## config.mk

```make
export PLATFORM = sky130hd
export DESIGN_NAME = backlight_fade_ctrl_flat
export DESIGN_NICKNAME = d
export VERILOG_FILES = /design/src/rtl/backlight_fade_ctrl_pkg.sv /design/src/rtl/backlight_fade_ctrl_if.sv /design/src/rtl/backlight_fade_ctrl_tick_gen.sv /design/src/rtl/backlight_fade_ctrl.sv /design/src/flat_wrapper.sv
export SDC_FILE = /design/constraint.sdc
export NUM_CORES = 1
export LEC_CHECK = 0
export ABC_AREA = 1
export BUFFER_PORTS_ARGS = -buffer_cell sky130_fd_sc_hd__buf_2
export CAP_MARGIN = 20
export CORE_AREA = 4 4 81 83
export DETAILED_ROUTE_END_ITERATION = 16
export DIE_AREA = 0 0 85 87
export MAX_ROUTING_LAYER = met4
export PLACE_DENSITY = 0.63
export SLEW_MARGIN = 20
export SYNTH_ARGS = -nofsm -noshare
export SYNTH_HDL_FRONTEND = slang
export SYNTH_SLANG_ARGS = --single-unit
export TNS_END_PERCENT = 5
```

## constraint.sdc

```tcl
create_clock -name CLK -period 4.35 [get_ports CLK]
set_clock_uncertainty 0.15 [all_clocks]
set_input_delay 0.6525 -clock CLK [delete_from_list [all_inputs] [get_ports CLK]]
set_output_delay 0.6525 -clock CLK [all_outputs]
set_load 0.01 [all_outputs]
```

## src/rtl/backlight_fade_ctrl_pkg.sv

```systemverilog
// Shared types and widths for the backlight fade controller and its helpers.
package backlight_fade_ctrl_pkg;
  localparam int DUTY_W = 5;
  localparam int IDLE_W = 16;

  typedef enum logic {
    FADE    = 1'b0,
    SETTLED = 1'b1
  } state_t;
endpackage

```

## src/rtl/backlight_fade_ctrl_if.sv

```systemverilog
// Strobe inputs and registered duty/status outputs of the fade controller.
interface backlight_fade_ctrl_if;
  import backlight_fade_ctrl_pkg::*;

  logic [DUTY_W-1:0] Target_Val;
  logic              Target_Load;
  logic              Activity;
  logic [DUTY_W-1:0] Duty_Val;
  logic              Busy;
  logic              Dimmed;

  modport master (
    output Target_Val, Target_Load, Activity,
    input  Duty_Val, Busy, Dimmed
  );

  modport slave (
    input  Target_Val, Target_Load, Activity,
    output Duty_Val, Busy, Dimmed
  );
endinterface

```

## src/rtl/backlight_fade_ctrl_tick_gen.sv

```systemverilog
// Free-running prescaler: counts DIV-1 down to 0, pulses tick while at 0, reloads.
module bl_tick_gen #(
  parameter int DIV = 64
) (
  input  logic CLK,
  input  logic RST,
  output logic tick
);
  localparam int            CW     = (DIV > 1) ? $clog2(DIV) : 1;
  localparam logic [CW-1:0] RELOAD = CW'(DIV - 1);

  logic [CW-1:0] r_cnt;

  always_ff @(posedge CLK or posedge RST) begin
    if (RST)                r_cnt <= RELOAD;
    else if (r_cnt == '0)   r_cnt <= RELOAD;
    else                    r_cnt <= r_cnt - 1'b1;
  end

  assign tick = (r_cnt == '0);
endmodule

```

## src/rtl/backlight_fade_ctrl.sv

```systemverilog
// Backlight duty ramp: one step per prescaler tick toward the user target,
// with auto-dim to DIM_LEVEL after IDLE_TICKS settled ticks of inactivity.
module backlight_fade_ctrl
  import backlight_fade_ctrl_pkg::*;
#(
  parameter int                FADE_DIV       = 64,
  parameter logic [IDLE_W-1:0] IDLE_TICKS     = 16'd60000,
  parameter logic [DUTY_W-1:0] DIM_LEVEL      = 5'd4,
  parameter logic [DUTY_W-1:0] DEFAULT_TARGET = 5'd31
) (
  input  logic                 CLK,
  input  logic                 RST,
  backlight_fade_ctrl_if.slave bus
);
  // A zero default target means the block is already at its goal out of reset.
  localparam state_t RST_STATE = (DEFAULT_TARGET != '0) ? FADE : SETTLED;

  logic              w_tick;
  logic              w_strobe;
  logic [DUTY_W-1:0] w_goal;

  state_t            r_state,  w_state_nxt;
  logic [DUTY_W-1:0] r_duty,   w_duty_nxt;
  logic [DUTY_W-1:0] r_target;
  logic              r_dimmed, w_dimmed_nxt;
  logic [IDLE_W-1:0] r_idle,   w_idle_nxt;

  bl_tick_gen #(.DIV(FADE_DIV)) u_tick (
    .CLK  (CLK),
    .RST  (RST),
    .tick (w_tick)
  );

  assign w_strobe = bus.Target_Load | bus.Activity;
  assign w_goal   = (r_dimmed && (r_target > DIM_LEVEL)) ? DIM_LEVEL : r_target;

  always_comb begin
    w_state_nxt  = (r_duty != w_goal) ? FADE : SETTLED;
    w_duty_nxt   = r_duty;
    w_dimmed_nxt = r_dimmed;
    w_idle_nxt   = r_idle;

    if (w_tick && (r_state == FADE) && (r_duty != w_goal))
      w_duty_nxt = (w_goal > r_duty) ? r_duty + 1'b1 : r_duty - 1'b1;

    // Strobes outrank a timeout landing in the same cycle.
    if (w_strobe) begin
      w_dimmed_nxt = 1'b0;
      w_idle_nxt   = '0;
    end else if (w_tick && (r_state == SETTLED) && !r_dimmed) begin
      if ((r_idle + 1'b1) == IDLE_TICKS) begin
        w_idle_nxt   = '0;
        w_dimmed_nxt = 1'b1;
      end else begin
        w_idle_nxt   = r_idle + 1'b1;
      end
    end
  end

  always_ff @(posedge CLK or posedge RST) begin
    if (RST) begin
      r_state  <= RST_STATE;
      r_duty   <= '0;
      r_target <= DEFAULT_TARGET;
      r_dimmed <= 1'b0;
      r_idle   <= '0;
    end else begin
      r_state  <= w_state_nxt;
      r_duty   <= w_duty_nxt;
      r_dimmed <= w_dimmed_nxt;
      r_idle   <= w_idle_nxt;
      if (bus.Target_Load) r_target <= bus.Target_Val;
    end
  end

  assign bus.Duty_Val = r_duty;
  assign bus.Dimmed   = r_dimmed;
  assign bus.Busy     = (r_state == FADE);
endmodule

```

## src/flat_wrapper.sv

```systemverilog
// flat-port wrapper written by rule: the top's interface ports become plain ports
module backlight_fade_ctrl_flat import backlight_fade_ctrl_pkg::*;
#(
  parameter int                FADE_DIV       = 64,
  parameter logic [IDLE_W-1:0] IDLE_TICKS     = 16'd60000,
  parameter logic [DUTY_W-1:0] DIM_LEVEL      = 5'd4,
  parameter logic [DUTY_W-1:0] DEFAULT_TARGET = 5'd31
)
  (CLK, RST, bus_Target_Val, bus_Target_Load, bus_Activity, bus_Duty_Val, bus_Busy, bus_Dimmed);
  backlight_fade_ctrl_if bus_i ();
  input  logic CLK;
  input  logic RST;
  input wire logic [$bits(bus_i.Target_Val)-1:0] bus_Target_Val;
  input wire logic [$bits(bus_i.Target_Load)-1:0] bus_Target_Load;
  input wire logic [$bits(bus_i.Activity)-1:0] bus_Activity;
  output wire logic [$bits(bus_i.Duty_Val)-1:0] bus_Duty_Val;
  output wire logic [$bits(bus_i.Busy)-1:0] bus_Busy;
  output wire logic [$bits(bus_i.Dimmed)-1:0] bus_Dimmed;
  assign bus_i.Target_Val = bus_Target_Val;
  assign bus_i.Target_Load = bus_Target_Load;
  assign bus_i.Activity = bus_Activity;
  assign bus_Duty_Val = bus_i.Duty_Val;
  assign bus_Busy = bus_i.Busy;
  assign bus_Dimmed = bus_i.Dimmed;
  backlight_fade_ctrl #(.FADE_DIV(FADE_DIV), .IDLE_TICKS(IDLE_TICKS), .DIM_LEVEL(DIM_LEVEL), .DEFAULT_TARGET(DEFAULT_TARGET)) u_core (.CLK(CLK), .RST(RST), .bus(bus_i));
endmodule
```

**Word level (Yosys, flattened, before mapping)**

Index checks and enable logic that the tools add are counted.

- Bits in registers: 34
- Bits of input ports: 9
- Logic and storage cells: 36

- Add/sub/neg operators: 4
- Order comparisons: 2
- Eq/ne operators: 2
- Muxes and demuxes: 10
- Bitwise gates (word level): 2
- Reductions and logical operators: 10

Operators with widths:

| kind | count |
|---|---|
| 16-bit two-way mux | 3 |
| 16-bit by 1-bit adder with 16-bit output (second input constant) | 1 |
| 16-bit == test (second input constant) | 1 |
| 5-bit two-way mux | 2 |
| 6-bit zero test | 1 |
| 6-bit two-way mux | 1 |
| 6-bit by 1-bit subtractor with 6-bit output (second input constant) | 1 |
| 5-bit by 1-bit adder with 5-bit output (second input constant) | 1 |
| 5-bit by 3-bit > comparator with 1-bit output (second input constant) | 1 |
| 5-bit > comparator | 1 |
| 1-bit logical AND | 5 |
| 5-bit != test | 1 |
| 5-bit by 1-bit subtractor with 5-bit output (second input constant) | 1 |
| 1-bit two-way mux | 4 |
| 2-bit nonzero test | 2 |
| 2-bit AND reduction | 1 |
| 1-bit zero test | 1 |
| 1-bit inverter | 1 |
| 1-bit bitwise OR | 1 |

**Longest topological paths before layout**

- Depth in word-level cells: 5
- Gate-level depth with buffers: 17
- Gate-level depth less buffers: 17

**By module**

From an unflattened synthesis, not the netlist that was laid out.

- Cells, all modules: 301
- Area, all modules: 2212.1 um^2

Modules (own cells, without submodules):

| module | times used | cells an instance | area an instance (um^2) | sequential area each (um^2) |
|---|---|---|---|---|
| backlight_fade_ctrl | 1 | 263 | 1885.6 | 706.9 |
| bl_tick_gen | 1 | 38 | 326.6 | 157.7 |

**Worst setup path before layout**

Ideal clock, no wire load.

- Path kind: register to register
- Start: register u_core.r_target[0]
- End: register u_core.r_duty[4], in the netlist u_core.bus.Duty_Val[4]
- Arrival time: 2745 ps
- Required time: 4077 ps
- Slack: 1332 ps
- Cell stages (with the launch flop): 16
- Buffers on the path: 0
- Cell sequence: dfstp_2 > o21ai_0 > a21oi_1 > nor2_1 > ha_1 > nand2_1 > nor3b_1 > inv_1 > nand2_1 > ha_1 > a21o_1 > a31oi_1 > inv_1 > nand2_1 > nand3_1 > xor2_1

- Cells in the longest elaborated chain, start to end: 5
- Elaborated cells between the ends (all ways): 7
- Classes of those cells: 2 x order compare; 1 x eq/ne; 2 x mux; 2 x reduce/logical

Ends and longest elaborated chain:

| what | line | RTL |
|---|---|---|
| from (decl) | backlight_fade_ctrl.sv:24 | `logic [DUTY_W-1:0] r_target;` |
| from (signal assigned) | backlight_fade_ctrl.sv:72 | `if (bus.Target_Load) r_target <= bus.Target_Val;` |
| 5-bit by 3-bit > comparator with 1-bit output | backlight_fade_ctrl.sv:35 | `assign w_goal = (r_dimmed && (r_target > DIM_LEVEL)) ? DIM_LEVEL : r_target;` |
| 1-bit logical AND | backlight_fade_ctrl.sv:35 |  |
| 5-bit two-way mux * | backlight_fade_ctrl.sv:35 |  |
| 5-bit > comparator / 5-bit != test (equally long branches) | backlight_fade_ctrl.sv:44, backlight_fade_ctrl.sv:43 |  |
| 5-bit two-way mux / 1-bit logical AND (equally long branches) | backlight_fade_ctrl.sv:44, backlight_fade_ctrl.sv:43 |  |
| to (signal assigned) | backlight_fade_ctrl.sv:69 | `r_duty <= w_duty_nxt;` |
| to (decl) | backlight_fade_ctrl.sv:23 | `logic [DUTY_W-1:0] r_duty, w_duty_nxt;` |

Mark *: on every way between the ends. The rest lies on a longest branch, timed or not.
A chain may end at the register's enable or synchronous reset.

**Worst setup path in the final report**

Ends and elaborated chain as after synthesis.

==> impl_metrics.toml <==
[yosys]
yosysTopAreaCell = "dfrtp_1"
yosys-top-cells-count = "nand2_1 (84), inv_1 (55), nor2_1 (38)"
netlist_top_cells_area = "dfrtp_1 (25%), nand2_1 (14%), dfstp_2 (13%)"
synth_fa_ha_area_share_pct = 6.93
synth_top_family_by_area = "simple AND/OR/NAND/NOR gates"
synth_cell_type_count = 31
yosys.area_share.simple_pct = 35.3
syn_inst = 324
synth-edff-count = 0
synth_top_area_share_pct = 25.3
synthArstFlopShare_pct = 100
synth_area_sq_mm = 0.00227
synth_xor_area_share_pct = 1.93
synth_nets = 345
muxShareOfSynthArea_pct = 0.495
ys_ff_latch = 34
syn_avg_cell_area_sq_um = 7.02
ys_seq_area_share_pct = 38.0
synth-main-ff-cell = "dfrtp_1"
yosys.cell_count.top_type = "nand2_1"
synth-compound-area-share_pct = 7.10
synth_warnings = 0

[clock_network]
cts_buffers = 5
cts_sinks = 34
root_buffer = "clkbuf_8"
path_clk_slew_ns = 0.08
htreeDepth = 2
holdBufCountCts = 0
ctsResizeCount = 0
clk_path_buf_depth = 2
cts_tree = "yes"
cts_setup_buffers = 0
clk_latency_ns = 0.29

[sta]
setup_tns_ns = 0
finalHoldViolCount = 0
setup_viol = 0
final.min_clock_period_ns = 3.23
timing.slew.headroom_pct = 58.1
setup_ws_ns = 1.12
rsz0062_at_grt = "no"
report.final.slew_viol_count = 0
max_freq_ghz = 0.310
period_share_pct = 74.2
worst_pin_slew_ns = 0.627

[die]
placeableCoreArea_sq_mm = 0.00585
ios = 16
die_y_um = 87
die_x_um = 85
die_area_sq_mm = 0.00740
initial_core_util_pct = 38.9
row_count = 28

[setup_path]
criticalPathCategory = "flop to flop"
critPathLaunchType = "flop"
endpoint_kind = "flop"
crit_fanout = 5
critPathRequiredTime_ns = 4.39
arrival_ns = 3.27

[flow_run]
maxCapViolations = 0

[routing]
initialDrtViolationCount = 113
avgViaCountPerCell = 4.80
ant_nets = 0
drc_errors = 0
drt_first_pass_iters = 5
wl_per_cell_um = 11.2
num_vias = 2014
wl_um = 4710

[layout]
multi_input_area_sq_mm = 0.00118
drive_gt1_share_pct = 15.7
antennaDiodeCount = 0
nNetsFinal = 365
area_growth_pct = 13.3
fillers = 600
regArea_sq_um = 865

[power]
pwr-share-clk_pct = 45.1
switching_share_pct = 24.5
power.density_mw_per_mm2 = 307
p_comb_share_pct = 12.9
p_switching_mw = 0.194
p_int_mw = 0.598
p_leak_nw = 1.21
irDropWorstVdd_v = 0.000241
power_mw = 0.792
p_seq_share_pct = 42.1

[worst_hold_path]
hp-class = "input pin to async pin"

[global_routing]
grt_max_degree = 35
overflow = 0
first_global_vias = 1991
top_usage_layer = "met2"
grtUsageTotal_pct = 14.7
grt_use_met2_pct = 24.4
grt_pass1_wl_um = 8650
antenna_found_initial = 0
grtUsageMet3_pct = 3.03
met1_usage_pct = 17.6

[placed_design]
io_buffers = 15
globalplace.congestion = 0.880
dp_hpwl_um = 3540
place_ws_ns = 1.08

[outcome]
status = "finished clean"
[layer usage]
metal | part of all wire [%] | up-vias
met2 | 48 | 36
li1 | - | 1058
met4 | 1.6 | 0
met5 | 0 | -
met3 | 4.2 | 7
met1 | 46 | 913
[path summary, 6_finish.rpt]
kind                                              from                      to  slack (ns)  cells after the start
max in group asynchronous                          RST      u_core.r_target[0]        3.40                      3
worst min register to register  u_core.u_tick.r_cnt[0]  u_core.u_tick.r_cnt[0]        0.31                      1
worst max register to register      u_core.r_target[0]  u_core.bus.Duty_Val[4]        1.12                     15
worst max-delay path                u_core.r_target[0]  u_core.bus.Duty_Val[4]        1.12                     15
worst min-delay path                               RST  u_core.bus.Duty_Val[3]        0.29                      3
min in group CLK                u_core.u_tick.r_cnt[0]  u_core.u_tick.r_cnt[0]        0.31                      1
[flip-flops by register name (all words and copies together), names as in the netlist]
name and flops:
u_core.r_target 5, u_core.r_idle 16, u_core.bus.Dimmed 1, u_core.u_tick.r_cnt 6
u_core.bus.Duty_Val 5, u_core.r_state 1
[through the flow]
step | instances | area (sq um) | hold slack [ns] | util [%]
2_1_floorplan | 324 | 2270 | 0.279 | -
3_3_place_gp | 412 | 2440 | 0.286 | 41.7
3_5_place_dp | 412 | 2440 | 0.291 | 41.7
4_1_cts | 420 | 2580 | 0.312 | 44.0
5_1_grt | 420 | 2580 | 0.339 | 44.0
6_report | 420 | 2580 | 0.292 | 44.0
[power groups by stage]
stage	Combinational [mW]	Sequential, mW	Clock, mW
3_5_place_dp	0.104	0.339	0
2_1_floorplan	0.0767	0.340	0
5_1_grt	0.118	0.335	0.377
6_report	0.102	0.333	0.357
3_3_place_gp	0.102	0.339	0
4_1_cts	0.104	0.333	0.367
[layout by cell type (no fill, tap or decap), drive strengths merged]
cell / count
o211ai: 1
xor2: 5
buf: 17
ha: 11
nand3b: 1
a21oi: 4
nand2: 89
nor3b: 1
dfrtp: 23
or2: 2
o21ai: 24
fa: 1
nor2: 44
a21o: 1
clkinv: 2
mux2: 1
nor3: 2
dfstp: 11
nand3: 32
nand4: 9
inv: 56
a31oi: 1
clkbuf: 5
bufinv: 2
[critical path, cell delays in order, from the launching register on]
cell     delay [ns]
dfstp_2        0.54
o21ai_0        0.08
a21oi_1        0.24
nor2_1         0.07
ha_1           0.29
nand2_1        0.08
nor3b_1        0.39
inv_1          0.10
nand2_1        0.18
ha_1           0.29
a21o_1         0.18
a31oi_1        0.17
inv_1          0.06
nand2_1        0.06
nand3_1        0.07
xor2_1         0.16
[area by class of cell]
class | count | share of cell area [%]
clock buffer | 5 | 2.67
clock inverter | 3 | 2.67
inverter | 57 | 8.30
multi-input combinational | 229 | 45.7
sequential | 34 | 33.6
tap | 75 | 3.64
timing repair buffer | 17 | 3.50
[cell families (layout without fill, tap and decap cells)]
group / Yosys count / count (layout)
buffers and inverters: 61 / 82
xor gates and xnor gates: 5 / 5
muxes: 1 / 1
DFF: 34 / 34
adders and majority gates: 12 / 12
and+or+nand+nor: 180 / 180
AOI/OAI and AO/OA: 31 / 31
No activity file was read; power rests on OpenSTA's default activity.
